<file path="src/rtl/scp_mem_pkg.sv">
// Shared constants for the SCP data-memory stage: MMIO address map, STATUS bit layout,
// reset values and the MMIO address decoder used by scp_dmem_mmio.
// Pure declarations, so there is no latency and no backpressure.
package scp_mem_pkg;

   localparam logic [31:0] MMIO_BASE     = 32'h0000_1000;
   localparam logic [31:0] ADDR_TXDATA   = MMIO_BASE + 32'h0;
   localparam logic [31:0] ADDR_STATUS   = MMIO_BASE + 32'h4;
   localparam logic [31:0] ADDR_TIMER    = MMIO_BASE + 32'h8;
   localparam logic [31:0] ADDR_TIMERCMP = MMIO_BASE + 32'hC;

   localparam int ST_EMPTY = 0;
   localparam int ST_FULL  = 1;
   localparam int ST_OVF   = 2;
   localparam int ST_MATCH = 3;

   localparam logic [31:0] TIMERCMP_RST = 32'hFFFF_FFFF;

   typedef enum logic [2:0] {
      TGT_NONE,
      TGT_RAM,
      TGT_TXDATA,
      TGT_STATUS,
      TGT_TIMER,
      TGT_TIMERCMP
   } tgt_e;

   // Decode a word address into an MMIO target; RAM hits are resolved by the caller
   // because the RAM size is a parameter of the top.
   function automatic tgt_e mmio_decode(input logic [29:0] waddr);
      tgt_e t;
      case ({waddr, 2'b00})
         ADDR_TXDATA:   t = TGT_TXDATA;
         ADDR_STATUS:   t = TGT_STATUS;
         ADDR_TIMER:    t = TGT_TIMER;
         ADDR_TIMERCMP: t = TGT_TIMERCMP;
         default:       t = TGT_NONE;
      endcase
      return t;
   endfunction

endpackage

</file>
<file path="src/rtl/scp_sync_fifo.sv">
// Synchronous FIFO with registered storage; head_o shows the oldest entry (0 when empty).
// Latency: a pushed entry is visible at head_o one cycle after the push edge, no bypass.
// Backpressure: push while full is accepted only if a pop happens the same cycle, else ovf_o pulses.
// Ports: clk/reset (sync, active-high), push_i/data_i write side, pop_i read side,
//        head_o/full_o/empty_o status, ovf_o one-cycle pulse for a dropped push.
module scp_sync_fifo #(
   parameter int WIDTH = 8,
   parameter int DEPTH = 4
) (
   input  logic             clk,
   input  logic             reset,
   input  logic             push_i,
   input  logic             pop_i,
   input  logic [WIDTH-1:0] data_i,
   output logic [WIDTH-1:0] head_o,
   output logic             full_o,
   output logic             empty_o,
   output logic             ovf_o
);

   localparam int PW = $clog2(DEPTH);

   logic [WIDTH-1:0] mem_q [DEPTH];
   logic [PW-1:0]    wr_ptr_q, wr_ptr_d;
   logic [PW-1:0]    rd_ptr_q, rd_ptr_d;
   logic [PW:0]      count_q, count_d;
   logic             push_ok, pop_ok;

   assign full_o  = (count_q == (PW+1)'(DEPTH));
   assign empty_o = (count_q == '0);
   assign pop_ok  = pop_i & ~empty_o;
   // A pop in the same cycle frees the slot, so a push into a full FIFO still lands.
   assign push_ok = push_i & (~full_o | pop_ok);
   assign ovf_o   = push_i & full_o & ~pop_ok;
   assign head_o  = empty_o ? '0 : mem_q[rd_ptr_q];

   always_comb begin
      wr_ptr_d = wr_ptr_q;
      rd_ptr_d = rd_ptr_q;
      count_d  = count_q;
      // Pointers are PW bits wide, so increments wrap modulo DEPTH.
      if (push_ok) wr_ptr_d = wr_ptr_q + PW'(1);
      if (pop_ok)  rd_ptr_d = rd_ptr_q + PW'(1);
      case ({push_ok, pop_ok})
         2'b10:   count_d = count_q + (PW+1)'(1);
         2'b01:   count_d = count_q - (PW+1)'(1);
         default: count_d = count_q;
      endcase
   end

   always_ff @(posedge clk) begin
      if (reset) begin
         wr_ptr_q <= '0;
         rd_ptr_q <= '0;
         count_q  <= '0;
      end else begin
         wr_ptr_q <= wr_ptr_d;
         rd_ptr_q <= rd_ptr_d;
         count_q  <= count_d;
      end
   end

   // Storage is not reset; the emptied pointers make stale contents invisible.
   always_ff @(posedge clk) begin
      if (push_ok && !reset) mem_q[wr_ptr_q] <= data_i;
   end

endmodule

</file>
<file path="src/rtl/scp_dmem_mmio.sv">
// SCP data-memory stage: word RAM, TX byte FIFO, free-running timer with compare, STATUS register.
// Latency: ReadData is combinational in the access cycle; all writes take effect at the rising edge.
// Backpressure: the core is never stalled; tx_valid/tx_ready drains the FIFO, a push into a full FIFO sets OVF.
// Ports: clk/reset (sync, active-high); MemWrite/ALUResult/WriteData from core; ReadData to core;
//        tx_data/tx_valid/tx_ready byte stream; timer_irq mirrors STATUS.MATCH.
module scp_dmem_mmio
   import scp_mem_pkg::*;
#(
   parameter int RAM_WORDS  = 64,
   parameter int FIFO_DEPTH = 4
) (
   input  logic        clk,
   input  logic        reset,
   input  logic        MemWrite,
   input  logic [31:0] ALUResult,
   input  logic [31:0] WriteData,
   output logic [31:0] ReadData,
   output logic [7:0]  tx_data,
   output logic        tx_valid,
   input  logic        tx_ready,
   output logic        timer_irq
);

   localparam int AW = $clog2(RAM_WORDS);

   logic [31:0]   ram_q [RAM_WORDS];
   logic [AW-1:0] ram_idx;
   logic          ram_hit;
   tgt_e          tgt;

   logic [31:0] timer_q, timer_d;
   logic [31:0] timercmp_q, timercmp_d;
   logic        match_q, match_d;
   logic        ovf_q, ovf_d;
   logic [31:0] status;

   logic wr_ram, wr_tx, wr_status, wr_timer, wr_timercmp;
   logic fifo_full, fifo_empty, fifo_ovf, fifo_pop;
   logic unused_addr_bits;

   // Word access only: the byte-offset bits do not take part in decode.
   assign unused_addr_bits = ^ALUResult[1:0];

   assign ram_idx = ALUResult[AW+1:2];
   assign ram_hit = (ALUResult[31:AW+2] == '0);

   always_comb begin
      tgt = TGT_NONE;
      if (ram_hit) tgt = TGT_RAM;
      else         tgt = mmio_decode(ALUResult[31:2]);
   end

   assign wr_ram      = MemWrite & (tgt == TGT_RAM);
   assign wr_tx       = MemWrite & (tgt == TGT_TXDATA);
   assign wr_status   = MemWrite & (tgt == TGT_STATUS);
   assign wr_timer    = MemWrite & (tgt == TGT_TIMER);
   assign wr_timercmp = MemWrite & (tgt == TGT_TIMERCMP);

   assign fifo_pop = tx_valid & tx_ready;

   scp_sync_fifo #(
      .WIDTH (8),
      .DEPTH (FIFO_DEPTH)
   ) u_tx_fifo (
      .clk     (clk),
      .reset   (reset),
      .push_i  (wr_tx),
      .pop_i   (fifo_pop),
      .data_i  (WriteData[7:0]),
      .head_o  (tx_data),
      .full_o  (fifo_full),
      .empty_o (fifo_empty),
      .ovf_o   (fifo_ovf)
   );

   assign tx_valid  = ~fifo_empty;
   assign timer_irq = match_q;

   always_comb begin
      status           = '0;
      status[ST_EMPTY] = fifo_empty;
      status[ST_FULL]  = fifo_full;
      status[ST_OVF]   = ovf_q;
      status[ST_MATCH] = match_q;
   end

   always_comb begin
      // Compare uses the pre-update counter; a set event outranks a W1C in the same cycle.
      match_d    = (timer_q == timercmp_q) | (match_q & ~(wr_status & WriteData[ST_MATCH]));
      ovf_d      = fifo_ovf | (ovf_q & ~(wr_status & WriteData[ST_OVF]));
      timer_d    = wr_timer ? WriteData : timer_q + 32'd1;
      timercmp_d = wr_timercmp ? WriteData : timercmp_q;
   end

   always_ff @(posedge clk) begin
      if (reset) begin
         timer_q    <= '0;
         timercmp_q <= TIMERCMP_RST;
         match_q    <= 1'b0;
         ovf_q      <= 1'b0;
      end else begin
         timer_q    <= timer_d;
         timercmp_q <= timercmp_d;
         match_q    <= match_d;
         ovf_q      <= ovf_d;
      end
   end

   // RAM contents survive reset; only the store issued during reset is dropped.
   always_ff @(posedge clk) begin
      if (wr_ram && !reset) ram_q[ram_idx] <= WriteData;
   end

   always_comb begin
      case (tgt)
         TGT_RAM:      ReadData = ram_q[ram_idx];
         TGT_STATUS:   ReadData = status;
         TGT_TIMER:    ReadData = timer_q;
         TGT_TIMERCMP: ReadData = timercmp_q;
         default:      ReadData = '0;
      endcase
   end

endmodule

</file>
<file path="config.mk">
export PLATFORM = sky130hd
export DESIGN_NAME = scp_dmem_mmio
export DESIGN_NICKNAME = d
export VERILOG_FILES = /design/src/rtl/scp_mem_pkg.sv /design/src/rtl/scp_sync_fifo.sv /design/src/rtl/scp_dmem_mmio.sv
export SDC_FILE = /design/constraint.sdc
export NUM_CORES = 2
export LEC_CHECK = 0
export BUFFER_PORTS_ARGS = -buffer_cell sky130_fd_sc_hd__clkbuf_2
export CORE_UTILIZATION = 60
export DETAILED_ROUTE_END_ITERATION = 8
export PLACE_DENSITY_LB_ADDON = 0.1
export SLEW_MARGIN = 20
export SYNTH_ARGS = -nofsm -noshare
export SYNTH_HDL_FRONTEND = slang
export SYNTH_HIERARCHICAL = 1
export SYNTH_SLANG_ARGS = --single-unit
</file>
<file path="constraint.sdc">
create_clock -name clk -period 5.75 [get_ports clk]
set_input_delay 0.575 -clock clk [delete_from_list [all_inputs] [get_ports clk]]
set_output_delay 0.575 -clock clk [all_outputs]
set_load 0.01 [all_outputs]
</file>
# After elaboration in Yosys (flattened, before gate mapping)
# Memory sizes are Yosys's and may differ from the RTL's. A register that Yosys moved wholly into a read port is not among the register bits.
# Index checks and enable logic that the tools add are counted.
# classes
reduce_logical	6
bitwise_logic	22
n_eq_ne	13
muxes	12
addsub	5
# ops
op	count
32-bit case mux with 4 select lines	1
30-bit by 11-bit equality test with 1-bit output, second input constant	4
32-bit by 1-bit adder with 32-bit output, second input constant	1
32-bit equality test	1
32-bit two-way mux	1
24-bit zero test	1
1-bit AND	14
3-bit case mux with 4 select lines	1
3-bit equality test, second input constant	3
8-bit two-way mux	1
3-bit by 2-bit equality test with 1-bit output, second input constant	2
3-bit case mux with 2 select lines	1
1-bit NOT	5
2-bit by 1-bit adder with 2-bit output, second input constant	2
1-bit two-way mux	4
2-bit two-way mux	2
3-bit by 1-bit adder with 3-bit output, second input constant	1
3-bit by 1-bit equality test with 1-bit output, second input constant	1
3-bit zero test	1
3-bit two-way mux	1
1-bit OR	3
3-bit by 1-bit subtractor with 3-bit output, second input constant	1
2-bit by 1-bit equality test with 1-bit output, second input constant	1
2-bit equality test, second input constant	1
other kinds (3)	4
# word_totals
mem_bits_rw	2080
wordCells	67
memories	2
reg_bits	73
inputBits	68
out_inout_bits	42
# memory_table
memory	words	width	rd	rd_ports_with_merged_regs	wr	line_no	text
ram_q	64	32	1	0	1	scp_dmem_mmio.sv:26	logic [31:0] ram_q [RAM_WORDS];
u_tx_fifo.mem_q	4	8	1	1	1	scp_sync_fifo.sv:23	logic [WIDTH-1:0] mem_q [DEPTH];

# Longest topological paths before layout
# logic_depth
depth_word	9
ltp_mapped	12
depth_no_buf	10

# Modules after synthesis
# The synthesis kept the hierarchy.
# by_module_without_submodules
mod	instances	area_per_inst_um2	cells_each	seq_area_each_um2
scp_dmem_mmio	1	82173.8	3920	62820.2
scp_sync_fifo	1	1776.7	113	1141.1

# Worst setup path after synthesis
# Ideal clock, no wire load.
# synth_path
kind	input to register
start	in ALUResult[5]
end	mem ram_q[36][0], enable pin
setup_ns	0.461
cell_stages	7
path_buffers	3
arrival_ns	4.183
slack_ns	1.106
t_required_ns	5.289
cell_sequence	clkbuf_1 -> inv_2 -> buf_2 -> buf_1 -> and3_1 -> nand4_1 -> nor3_1
# synth_via
elab_chain_len	8
elab_cells_between_ends	11
cone_classes	eq/ne (5); mux (4); bitwise (1); reduce/logical (1)
# synth_rtl
item	line_no	text
start, declared	scp_dmem_mmio.sv:15	input logic [31:0] ALUResult,
30-bit by 11-bit equality test with 1-bit output	scp_mem_pkg.sv:32	case ({waddr, 2'b00})
3-bit case mux with 4 select lines	scp_mem_pkg.sv:32	
3-bit two-way mux	scp_dmem_mmio.sv:49	if (ram_hit) tgt = TGT_RAM;
3-bit by 1-bit equality test with 1-bit output	scp_dmem_mmio.sv:53	assign wr_ram = MemWrite & (tgt == TGT_RAM);
1-bit AND	scp_dmem_mmio.sv:53	
1-bit logical AND	scp_dmem_mmio.sv:111	if (wr_ram && !reset) ram_q[ram_idx] <= WriteData;
1-bit two-way mux	scp_dmem_mmio.sv:111	
1-bit two-way mux (implied by the code)	scp_dmem_mmio.sv:111	
end, declared	scp_dmem_mmio.sv:26	
# Several ways; a longest one is shown, not always the timed one.

# Worst setup path after layout
# layout_path
start	in ALUResult[2]
end	out ReadData[14]
# layout_via
elab_chain_len	5
elab_cells_between_ends	12
cone_classes	eq/ne (8); mux (3); memory (1)
# layout_rtl
item	line_no	text
30-bit by 11-bit equality test with 1-bit output	scp_mem_pkg.sv:32	
3-bit case mux with 4 select lines	scp_mem_pkg.sv:32	
3-bit two-way mux	scp_dmem_mmio.sv:49	
3-bit equality test, or another cell as far along	scp_dmem_mmio.sv:115	case (tgt)
32-bit case mux with 4 select lines (*)	scp_dmem_mmio.sv:115	
end, declared	scp_dmem_mmio.sv:17	output logic [31:0] ReadData,
# Every way passes the cells marked *; elsewhere a longest branch is shown, timed or not.

==> flow_summary.ini <==
[detailed_routing]
vias_per_cell = 6.77
routed_wl_mm = 222
ant_nets = 0
met3_length_mm = 23.6
drt_iter0_markers = 6360
wirelength_met1_mm = 85.9
wl_per_cell_microns = 34.8
dr_total_vias = 43088
wl_met2_mm = 103
top_layer_used = met5
drc = 0
dr.pass1.iters = 5

[setup_path]
max_stage_delay_ns = 0.71
crit_top_cell = o221ai_1
rr_worst_depth = 9
crit_required_ns = 5.18
r2r-end = u_tx_fifo/count_q[2]
path_cells = buf_8, nor2b_1, nand2_1, a21oi_1, and3b_2, o221ai_1, o221ai_1, clkbuf_2
r2r_setup_slack_ns = 3.00
crit_arrival_ns = 4.16
r2r-start = u_tx_fifo/count_q[2]
endpoint = ReadData[14]
end_kind = primary output
critPathSlowestCell = and3b_2
cp-start-kind = input port
path_max_fanout = 41
cp-startpoint = ALUResult[2]
critPathKind = in -> out

[global_routing]
overflow = 0
track_usage_pct = 31.9
grt_max_degree = 76
grt_pass1_wl_mm = 311
grt_pass1_vias = 42166
antenna_found_initial = 10

[clock_tree]
cts_tree = built
cts_buffers = 209
cts_root_buf = clkbuf_16
htree_levels = 4
postCtsSetupBuffers = 0
cts_sinks = 2155
cts-resized-gates = 0
clk_pin_slew_worst_paths_ns = 0.06
hold_buffers = 0
clk_latency_ns = 0.84
clk_path_buf_depth = 3

[place]
place_inst = 5970
hpwl_mm = 126
portBuffers = 107
gp_congestion = 0.938
dp_worst_setup_slack_ns = 0.972
dpl_cell_area_sq_um = 88000

[layout]
fillers = 8717
final_cell_area_sq_um = 94700
drive_above_1_share_pct = 28.1
regArea_sq_um = 64000
layout.cells.non_filler = 6363
syn2layout_area_growth_pct = 12.8
layout.nets = 4392
multi_input_area_sq_um = 19300

[sta]
clock.fmax_mhz = 211
fin_ws_ns = 1.02
hold_violations = 0
slew_viol_final = 0
timing.setup.tns_ns = 0
fin_crit_ns = 4.73
fin_skew_ns = 0.0275
rsz0062_at_grt = no
min_period_over_period_pct = 82.3
worst_pin_slew_ns = 1.09
setup_viol = 0
slew_headroom_pct = 27.6

[power_and_ir_drop]
vdd_ir_drop_max_mv = 0.272
total_power_uw = 32000
cellLeakagePower_uw = 0.0300
powerDensity_nw_per_um2 = 338

[hold_path]
holdCritPathClass = in -> reg
hold-path-cell-count = 2

[yosys]
async_flop_share_pct = 0
synth_top_cell_by_area = edfxtp_1
netlist_top_cells_count = edfxtp_1 (2080), mux4_2 (495), nand2_1 (153), nor2_1 (143), mux2i_1 (107)
synth_most_common_cell = edfxtp_1
yosysTopAreaCellShare_pct = 74.4
synth_nets = 4107
synth-edff-count = 2080
yosys-top-cells-area = edfxtp_1 (74%), mux4_2 (13%), dfxtp_1 (1.8%)
ys_seq_area_share_pct = 76.2
synthesis.instances = 4033
synth_area_sq_um = 84000
synthFlopType = edfxtp_1
syn_area_per_cell_sq_um = 20.8
ys_warn_count = 6
synth.ff_latch_count = 2155
synth_cell_types = 66

[flow_run]
cap_violations = 0

[floorplan]
die-width_microns = 376
die_area_sq_um = 141000
die_h_microns = 376
start_util_pct = 60.8
io_pins = 110
rows = 136
core_sq_um = 138000

[status]
outcome = finished clean
[cell usage in the layout (no fill, tap or decap), types with 63 or more instances in the layout]
| master | netlist | final |
|---|---|---|
| nor2_4 | 0 | 63 |
| mux2i_1 | 107 | 107 |
| clkbuf_2 | 2 | 102 |
| clkbuf_16 | 0 | 212 |
| mux4_2 | 495 | 495 |
| buf_4 | 29 | 180 |
| nor2_1 | 143 | 78 |
| mux2_2 | 74 | 74 |
| nand2_1 | 153 | 153 |
| dfxtp_1 | 75 | 75 |
| edfxtp_1 | 2080 | 2080 |
| a21oi_1 | 82 | 82 |
[kinds of logic after synthesis]
group,Yosys count,synth area share [%]
AOI/OAI and AO/OA,385,3.14
xor gates and xnor gates,65,0.678
adders and majority gates,6,0.0984
buffers and inverters,249,1.45
DFF,2155,76.2
muxes,677,15.6
and+or+nand+nor,496,2.88
[power by group]
| part | internal (uW) | switching (uW) | total (uW) |
|---|---|---|---|
| registers | 17200 | 3.84 | 17200 |
| clock network | 7600 | 5760 | 13400 |
| logic | 489 | 911 | 1400 |
[worst max-delay path: cells and delay by family]
kind / cells / cell delay (ns)
buf+inv: 2 / 0.72
simple gates: 3 / 1.30
compound gates: 3 / 1.48
[state kept, by name, indices dropped and copies added, names as in the netlist, named ones only]
register	flops
ram_q	2048
timer_q	32
timercmp_q	32
u_tx_fifo/mem_q	32
u_tx_fifo/count_q	3
u_tx_fifo/rd_ptr_q	2
u_tx_fifo/wr_ptr_q	2
ovf_q	1
timer_irq	1
[per-layer routing]
layer  vias up  track usage [%]
met3       388             6.43
met4         2             12.3
met2      2546             48.5
met1     22718             46.3
met5         -                0
li1      17434                -
[worst min path at each step]
stage | start | endpoint
after detailed placement | timercmp_q[8] | timercmp_q[8]
after floorplan | ovf_q | ovf_q
after global placement | timercmp_q[14] | timercmp_q[14]
after CTS | reset | flop
final | reset | u_tx_fifo/rd_ptr_q[1]
after global routing | reset | flop
[area by class of cell]
cell class,count,share of cell area [%]
sequential,2155,67.5
multi-input combinational,1629,20.3
clock buffer,258,5.86
timing repair buffer,309,2.52
tap,1863,2.46
clock inverter,133,1.21
inverter,14,0.0568
antenna,2,0.00528
[metrics by stage]
stage	hold slack [ns]	util (%)
6_report	0.126	68.5
3_5_place_dp	0.489	63.7
2_1_floorplan	0.456	-
4_1_cts	0.0539	68.5
3_3_place_gp	0.480	63.7
5_1_grt	0.0872	68.5
(Power assumes the default switching activity.)
